===== src/rtl/stat_seq_pkg.sv =====
// Shared types and bit-level helpers for the stat_seq keyed mixing pipeline.
// Helpers work on a MAX_W-wide container; callers pass the live width.
package stat_seq_pkg;

  localparam int MAX_W = 256;

  typedef logic [MAX_W-1:0] word_t;
  typedef logic [7:0]       idx_t;

  typedef enum logic [1:0] {
    BYPASS  = 2'd0,
    MIX     = 2'd1,
    MIX_INV = 2'd2,
    RSVD    = 2'd3
  } mode_e;

  function automatic word_t rotl(input word_t x, input int s, input int w);
    word_t y;
    y = '0;
    for (int i = 0; i < MAX_W; i++)
      if (i < w) y[idx_t'((i + s) % w)] = x[idx_t'(i)];
    return y;
  endfunction

  function automatic word_t mix(input word_t x, input word_t k, input int w);
    word_t y;
    y = '0;
    for (int i = 0; i < MAX_W; i++)
      if (i < w)
        y[idx_t'(i)] = x[idx_t'(i)]
                     ^ (x[idx_t'((i + 1) % w)] & ~x[idx_t'((i + 3) % w)])
                     ^ k[idx_t'(i)];
    return y;
  endfunction

endpackage


===== src/rtl/stat_seq_stage.sv =====
// One pipeline stage: valid/data/mode registers fed by the keyed mix of the
// previous stage's word, shifting only when the global advance is high.
module stat_seq_stage
  import stat_seq_pkg::*;
#(
  parameter int               WIDTH = 32,
  parameter logic [WIDTH-1:0] K     = '0
) (
  input  logic             clk,
  input  logic             rst_n,
  input  logic             adv_i,
  input  logic             vld_i,
  input  logic [WIDTH-1:0] data_i,
  input  mode_e            mode_i,
  output logic             vld_o,
  output logic [WIDTH-1:0] data_o,
  output mode_e            mode_o
);

  logic             vld_q;
  logic [WIDTH-1:0] data_q, data_d;
  mode_e            mode_q;
  word_t            key_sel;

  // RSVD falls through to the plain-key mix
  always_comb begin
    key_sel = (mode_i == MIX_INV) ? word_t'(~K) : word_t'(K);
    data_d  = (mode_i == BYPASS) ? data_i
                                 : WIDTH'(mix(word_t'(data_i), key_sel, WIDTH));
  end

  always_ff @(posedge clk or negedge rst_n) begin
    if (!rst_n) begin
      vld_q  <= 1'b0;
      data_q <= '0;
      mode_q <= BYPASS;
    end else if (adv_i) begin
      vld_q  <= vld_i;
      data_q <= data_d;
      mode_q <= mode_i;
    end
  end

  assign vld_o  = vld_q;
  assign data_o = data_q;
  assign mode_o = mode_q;

endmodule


===== src/rtl/stat_seq_pipe.sv =====
// STAGES-deep keyed mixing pipeline with global stall and handshake counter.
// Define STAT_SEQ_MISR_EN to add the output MISR (sig_clear / signature).
module stat_seq_pipe
  import stat_seq_pkg::*;
#(
  parameter int               WIDTH  = 32,
  parameter int               STAGES = 3,
  parameter logic [WIDTH-1:0] KEY    = {(WIDTH/2){2'b01}}
) (
  input  logic             clk,
  input  logic             rst_n,
  input  logic             in_valid,
  output logic             in_ready,
  input  logic [WIDTH-1:0] in_data,
  input  logic [1:0]       in_mode,
  output logic             out_valid,
  input  logic             out_ready,
  output logic [WIDTH-1:0] out_data,
  output logic [15:0]      txn_count
`ifdef STAT_SEQ_MISR_EN
  ,
  input  logic             sig_clear,
  output logic [WIDTH-1:0] signature
`endif
);

  logic                    adv;
  logic                    out_hs;
  logic [STAGES:0]         vld_pipe;
  logic [STAGES:0][WIDTH-1:0] data_pipe;
  mode_e                   mode_pipe [0:STAGES];
  logic [15:0]             txn_q;
  logic                    unused_mode;

  assign adv    = !out_valid || out_ready;
  assign out_hs = out_valid && out_ready;

  assign vld_pipe[0]  = in_valid;
  assign data_pipe[0] = in_data;
  assign mode_pipe[0] = mode_e'(in_mode);

  for (genvar s = 0; s < STAGES; s++) begin : g_stage
    localparam logic [WIDTH-1:0] KS = WIDTH'(rotl(word_t'(KEY), s % WIDTH, WIDTH));
    stat_seq_stage #(.WIDTH(WIDTH), .K(KS)) u_stage (
      .clk    (clk),
      .rst_n  (rst_n),
      .adv_i  (adv),
      .vld_i  (vld_pipe[s]),
      .data_i (data_pipe[s]),
      .mode_i (mode_pipe[s]),
      .vld_o  (vld_pipe[s+1]),
      .data_o (data_pipe[s+1]),
      .mode_o (mode_pipe[s+1])
    );
  end

  // the last stage's mode has no downstream consumer
  assign unused_mode = ^mode_pipe[STAGES];

  assign in_ready  = adv;
  assign out_valid = vld_pipe[STAGES];
  assign out_data  = data_pipe[STAGES];

  always_ff @(posedge clk or negedge rst_n) begin
    if (!rst_n)      txn_q <= '0;
    else if (out_hs) txn_q <= txn_q + 16'd1;
  end

  assign txn_count = txn_q;

`ifdef STAT_SEQ_MISR_EN
  logic [WIDTH-1:0] sig_q;

  always_ff @(posedge clk or negedge rst_n) begin
    if (!rst_n)         sig_q <= '0;
    else if (sig_clear) sig_q <= '0;
    else if (out_hs)    sig_q <= WIDTH'(rotl(word_t'(sig_q), 1, WIDTH)) ^ out_data;
  end

  assign signature = sig_q;
`endif

endmodule


===== config.mk =====
export PLATFORM = sky130hd
export DESIGN_NAME = stat_seq_pipe
export DESIGN_NICKNAME = d
export VERILOG_FILES = /design/src/rtl/stat_seq_pkg.sv /design/src/rtl/stat_seq_stage.sv /design/src/rtl/stat_seq_pipe.sv
export SDC_FILE = /design/constraint.sdc
export NUM_CORES = 1
export LEC_CHECK = 0
export BUFFER_PORTS_ARGS = -buffer_cell sky130_fd_sc_hd__buf_2
export CAP_MARGIN = 20
export CORE_UTILIZATION = 25
export CTS_CLUSTER_DIAMETER = 120
export DETAILED_ROUTE_END_ITERATION = 10
export SYNTH_ARGS = -nofsm -noshare
export SYNTH_HDL_FRONTEND = slang
export SYNTH_SLANG_ARGS = --single-unit

===== constraint.sdc =====
create_clock -name clk -period 1.4 [get_ports clk]
set_input_delay 0.07 -clock clk [delete_from_list [all_inputs] [get_ports clk]]
set_output_delay 0.07 -clock clk [all_outputs]
set_load 0.005 [all_outputs]

==> impl_metrics.csv, run 1 <==
group,metric,value,unit
worst_setup_path,cp-end-kind,"flop",
yosys,yosysUniqueCellTypes,27,
sta,clock.fmax,0.724,GHz
worst_setup_path,crit_chain,"buf_6, nand2_8, nor4_4, and3_1, xor2_1",
routing,finalWirelength,16.1,mm
cells_and_area,fin_area,8980,um2
worst_setup_path,critPathKind,"flop to flop",
yosys,ys_top_cells_by_area,"dfrtp_1, mux2i_1, xor2_1",
placed_design,numPortBuffers,87,
placed_design,dpl_worst_slack,-0.190,ns
yosys,netlist_instances,739,
routing,drtIter0Drc,220,
cells_and_area,n_antenna_cell,0,
power_and_ir_drop,ir_drop,0.834,mV
yosys,avgSynthCellArea,9.64,um2
placed_design,gp_congestion,0.725,
sta,hold_viol,0,
floorplan,fp.dieW,171,um
placed_design,place.detailed.hpwl,11.4,mm
placed_design,dpl-instance-area,7810,um2
yosys,ys_seq_area_frac,0.418,
worst_setup_path,crit_buf_inv,1,
sta,fin_crit,1.38,ns
worst_setup_path,start_kind,"flop",
cells_and_area,area_growth_syn_to_layout,26.0,%
worst_setup_path,cp_top_family,"simple AND/OR/NAND/NOR gates",
cells_and_area,num-fill-cells,2950,
job,cap_violations,0,
power_and_ir_drop,p_int,10.7,mW
power_and_ir_drop,comb_power_share,0.396,
sta,fin_skew,0.00498,ns
worst_setup_path,required,1.74,ns
yosys,synth_nets,778,
power_and_ir_drop,power.share.switching,0.376,
clock_network,cts_tree,"yes",
grt,antenna_found_initial,0,
worst_setup_path,cp_max_fo,4,
worst_setup_path,cpMaxStageDelayCell,"dfrtp_1",
routing,ant_nets,0,
floorplan,die-area,29200,um2
clock_network,htreeDepth,4,
yosys,synthesis.area,7130,um2
floorplan,rows,61,
yosys,synth_area_leader_cell,"dfrtp_1",
sta,finalCritPeriodShare,0.987,
power_and_ir_drop,p_total,17.2,mW
outcome,status,"finished, final reports clean",
routing,wl_per_cell,13.1,um
clock_network,numCtsBuffers,17,
worst_setup_path,cp.arrival,1.72,ns
grt,grt_util_all_layers,0.117,
clock_network,clk_path_buf_depth,2,
sta,setup_viol,0,
cells_and_area,fin_util,0.321,
power_and_ir_drop,power_frac_seq,0.365,
floorplan,io_pins,88,
worst_setup_path,crit_path_max_incr_delay,0.37,ns
clock_network,cts_sinks,119,
grt,first_global_vias,5038,
routing,vias,5073,
routing,vias_per_cell,4.12,
clock_network,root_buffer,"clkbuf_16",
clock_network,clk_pin_slew,0.06,ns
grt,grt_pass1_wl,26.6,mm
floorplan,initial_core_util,0.255,
sta,maxSlewHeadroom,0.553,
grt,grt_max_degree,74,
yosys,ys_ff_latch,119,
grt,globalRouteOverflowTotal,0,
routing,drc_errors,0,
power_and_ir_drop,netSwitchingPower,6.46,mW
floorplan,core_area,27900,um2
yosys,yosys.area.top_type_share,0.418,
sta,timing.final.ws_setup,0.0182,ns
sta,worst_pin_slew,0.669,ns
cells_and_area,finalNetCount,878,
sta,slew_violations,0,
clock_network,insertion_delay,0.42,ns
routing,first_pass_iters,4,
power_and_ir_drop,power.leakage,4.09,nW
hold_path,hold_path_class,"input port to flop",
cells_and_area,drive_gt1_frac,0.203,
sta,rsz0062_at_grt,"yes",
yosys,ys_warn_count,0,
power_and_ir_drop,p_per_area,1910,nW/um2
floorplan,die_h,171,um
power_and_ir_drop,clockPowerShare,0.239,
## power groups by stage
stage | registers (mW) | clock network (mW) | logic (mW)
floorplan | 5.84 | 0 | 5.14
global placement | 6.25 | 0 | 6.12
detailed placement | 6.31 | 0 | 6.28
CTS | 6.29 | 4.21 | 6.65
global route | 6.49 | 4.36 | 7.67
finish | 6.26 | 4.11 | 6.81
## worst paths after layout
| kind | startpoint | slack [ns] | cells past startpoint | to |
|---|---|---|---|---|
| worst max-delay path | g_stage[2].u_stage.vld_o | 0.02 | 5 | txn_count[9] |
| worst min-delay path | in_data[3] | 0.006 | 3 | g_stage[0].u_stage.data_o[3] |
| worst max register to register | g_stage[2].u_stage.vld_o | 0.02 | 5 | txn_count[9] |
| worst min register to register | g_stage[1].u_stage.vld_o | 0.45 | 1 | g_stage[2].u_stage.vld_o |
| max in group asynchronous | rst_n | 0.66 | 3 | g_stage[2].u_stage.data_o[3] |
| min in group asynchronous | rst_n | 0.03 | 2 | txn_count[6] |
## layout make-up
type	instances	area, um2	share of cell area
clock inverter	15	128	0.0142
timing repair buffer	154	1220	0.136
inverter	1	8.76	0.000976
sequential	119	2980	0.332
tap	378	473	0.0527
clock buffer	17	425	0.0474
multi-input combinational	546	3740	0.417
## kinds of logic after synthesis
family,Yosys count,synth area share
buffers and inverters,76,0.0667
adders and majority gates,1,0.00176
AOI/OAI and AO/OA,96,0.0674
and+or+nand+nor,239,0.173
xor gates and xnor gates,111,0.136
DFF,119,0.418
muxes,97,0.136
## worst min-delay path, stage by stage
cell	delay (ns)
buf_2	0.12
xor2_1	0.07
o21ai_1	0.12
## cell usage after synthesis
library cell and number:
nand3_1 4, nand2_2 2, ha_1 1, buf_2 23, xor2_1 100, nand2_1 119
nand2b_1 50, nor2_1 2, and4_1 2, nor3_1 1, buf_4 43, nor4_4 1
nand4_1 2, clkbuf_1 8, buf_1 1, mux2_2 1, inv_2 1, and3_1 2
nor2b_1 49, dfrtp_1 119, o21ai_0 44, xnor2_1 11, nor3_2 1, mux2i_1 96
o21ai_1 52, nand3_2 1, nor2b_4 3
## state kept, by name (all words and copies together), names as in the netlist
name                    cells
g_stage.u_stage.vld_o       3
txn_count                  16
g_stage.u_stage.mode_o      4
g_stage.u_stage.data_o     96
## through the flow
step / std cells / hold slack (ns) / setup TNS [ns]
global route: 1230 / 0.00374 / -0.118
CTS: 1222 / 0.000686 / -0.0564
finish: 1230 / 0.00600 / 0
detailed placement: 1147 / -0.0810 / -9.65
floorplan: 739 / -0.226 / 0
global placement: 1147 / -0.0814 / -6.95
## placed cells by master (no fill, tap or decap), drive strengths merged, types with 11 or more instances in the layout
| master | Yosys | layout |
|---|---|---|
| o21ai | 96 | 96 |
| xnor2 | 11 | 11 |
| buf | 67 | 120 |
| nand2b | 50 | 50 |
| nor2b | 52 | 54 |
| nand2 | 121 | 121 |
| dlygate4sd3 | 0 | 32 |
| dfrtp | 119 | 119 |
| clkbuf | 8 | 18 |
| mux2i | 96 | 96 |
| xor2 | 100 | 100 |
## per-layer routing
metal / routed length (um) / share of wire / vias to the layer above / track usage
met1: 8600 / 0.53 / 2389 / 0.168
met4: 192 / 0.012 / 0 / 0.0373
met5: 0 / 0 / - / 0
li1: - / - / 2597 / -
met3: 471 / 0.029 / 16 / 0.0273
met2: 6810 / 0.42 / 71 / 0.172
## timing repair
action                                  4_1_cts  5_1_grt
pin swaps                                     1        5
endpoints found under the setup margin       66       40
gates cloned                                  3        1
setup buffers                                 8        7
hold buffers                                 32        0
gates resized for setup                       6       12
endpoints found under the hold margin       150        0
(Power assumes the default switching activity.)
==> run 2, diff against run 1 <==
Settings changed: CELL_PAD_IN_SITES_DETAIL_PLACEMENT from default to 0, CELL_PAD_IN_SITES_GLOBAL_PLACEMENT from default to 1, CORE_UTILIZATION 25 to 30, PLACE_DENSITY_LB_ADDON from default to 0.1, TNS_END_PERCENT from default to 20.
==> run 2 against run 1 <==
Maximum frequency decreased by 0.10%. Global-route usage is 3.3 points higher. Worst setup slack got worse by 0.0014 ns. Clock-buffer cell count increased by 4. Critical path type unchanged. Clock power is 1% higher. Sequential share of layout area is 0.21 points higher.
==> impl_metrics.csv, run 2 (synthesis results as in run 1) <==
group,metric,value,unit
outcome,status,"finished, final reports clean",
cells_and_area,num-fill-cells,2499,
worst_setup_path,crit_buf_inv,1,
clock_network,cts_sinks,119,
floorplan,die-area,24400,um2
worst_setup_path,required,1.73,ns
sta,setup_viol,0,
worst_setup_path,r2r_start,"txn_count[1]",
routing,finalWirelength,17.7,mm
sta,maxSlewHeadroom,0.546,
clock_network,htreeDepth,4,
routing,vias_per_cell,4.38,
power_and_ir_drop,power.leakage,4.10,nW
hold_path,hold_path_class,"input port to flop",
cells_and_area,final_common_cell,"nand2_1",
grt,grt_util_all_layers,0.150,
floorplan,io_pins,88,
clock_network,root_buffer,"clkbuf_16",
grt,grt_pass1_wl,28.1,mm
power_and_ir_drop,p_per_area,1940,nW/um2
floorplan,core_area,23400,um2
cells_and_area,n_antenna_cell,0,
routing,vias,5104,
sta,slew_violations,0,
sta,rsz0062_at_grt,"yes",
grt,antenna_found_initial,0,
routing,drc_errors,0,
sta,fin_skew,0.00675,ns
cells_and_area,layout_common_cells,"nand2_1, dfrtp_1, xor2_1, mux2i_1, buf_2",
floorplan,rows,56,
worst_setup_path,r2r_cells,5,
placed_design,dpl_worst_slack,-0.261,ns
worst_setup_path,crit_chain,"buf_6, nand2_4, nor4_4, and3_1, xor2_1",
clock_network,cts_tree,"yes",
sta,finalCritPeriodShare,0.988,
routing,ant_nets,0,
worst_setup_path,cp_num_cells,5,
sta,worst_pin_slew,0.679,ns
placed_design,numPortBuffers,87,
worst_setup_path,crit_path_max_incr_delay,0.38,ns
floorplan,die_h,156,um
grt,grt_max_degree,64,
job,cap_violations,0,
worst_setup_path,cp_max_fo,4,
hold_path,hold_start,"in_data[11]",
placed_design,place.detailed.hpwl,10.9,mm
sta,timing.final.ws_setup,0.0168,ns
worst_setup_path,cp.arrival,1.71,ns
cells_and_area,drive_gt1_frac,0.196,
routing,wl_per_cell,15.2,um
worst_setup_path,start_kind,"flop",
grt,first_global_vias,5171,
placed_design,gp_congestion,0.717,
cells_and_area,largest_register_ffs,96,
grt,globalRouteOverflowTotal,0,
worst_setup_path,cp-end-kind,"flop",
sta,clock.fmax,0.723,GHz
routing,drtIter0Drc,224,
sta,fin_crit,1.38,ns
worst_setup_path,critPathKind,"flop to flop",
worst_setup_path,startpoint,"txn_count[1]",
clock_network,numCtsBuffers,17,
routing,first_pass_iters,4,
worst_setup_path,cpMaxStageDelayCell,"nor4_4",
sta,hold_viol,0,
clock_network,clk_pin_slew,0.05,ns
hold_path,holdPathStages,3,
power_and_ir_drop,ir_drop,0.703,mV
floorplan,fp.dieW,156,um
floorplan,initial_core_util,0.305,
clock_network,insertion_delay,0.41,ns
worst_setup_path,cp_top_family,"simple AND/OR/NAND/NOR gates",
cells_and_area,area_growth_syn_to_layout,25.2,%
cells_and_area,finalNetCount,874,
sta,whs,0.00891,ns
clock_network,clk_path_buf_depth,2,
## run 2: cell types whose count changed in the layout (fill, tap and decap cells not counted), moves of 3 or more
cell,previous run,this run
clkbuf_1,0,3
buf_12,11,6
clkinvlp_4,5,2
inv_6,5,0
buf_16,0,4
buf_4,19,16
## run 2: what timing repair did
action	4_1_cts	5_1_grt
resized for setup	19	9
pin swaps	4	8
gates cloned	6	2
setup endpoints to repair	74	80
hold endpoints to repair	147	0
buffers inserted	9	5
hold buffers	30	0
## run 2: cell type report
cell class                 count  area (um2)  share of cell area
clock buffer                  21         450              0.0505
clock inverter                10         105              0.0118
multi-input combinational    546        3740               0.419
sequential                   119        2980               0.334
tap                          319         399              0.0447
inverter                       1        11.3             0.00126
timing repair buffer         150        1230               0.138
## run 2: power by group
part           switching [mW]  leakage, nW  total [mW]  internal (mW)
Combinational            3.39         2.38        6.88           3.49
Sequential               1.45         1.45        6.30           4.85
Clock                    1.54        0.272        4.17           2.63
## run 2: metrics by stage
| stage | instances | utilization | TNS, ns | cell area, um2 | power [mW] |
|---|---|---|---|---|---|
| 6_report | 1166 | 0.381 | 0 | 8920 | 17.3 |
| 5_1_grt | 1166 | 0.381 | -0.496 | 8920 | 18.7 |
| 4_1_cts | 1159 | 0.375 | -0.0256 | 8790 | 17.4 |
| 3_5_place_dp | 1083 | 0.327 | -14.36 | 7650 | 12.4 |
| 3_3_place_gp | 1083 | 0.327 | -10.28 | 7650 | 12.2 |
| 2_1_floorplan | 739 | - | 0 | 7130 | 11.0 |
## run 2: path summary, 6_finish.rpt
kind / slack [ns] / endpoint
hold / removal: 0.009 / g_stage[0].u_stage.data_o[11]
setup reg to reg: 0.02 / txn_count[9]
hold reg to reg: 0.46 / g_stage[1].u_stage.vld_o
setup / recovery: 0.02 / txn_count[9]
max in group asynchronous: 0.64 / txn_count[4]
min in group asynchronous: 0.21 / txn_count[0]
## run 2: worst min-delay path, cell delays in order
cell	delay, ns
buf_2	0.11
xor2_1	0.07
o21ai_0	0.13
## run 2: routing by layer
layer | share of wire | up-vias | GRT usage
met5 | 0 | - | 0
met4 | 0.012 | 0 | 0.0476
met3 | 0.028 | 16 | 0.0275
met2 | 0.45 | 90 | 0.230
met1 | 0.51 | 2412 | 0.210
li1 | - | 2586 | -
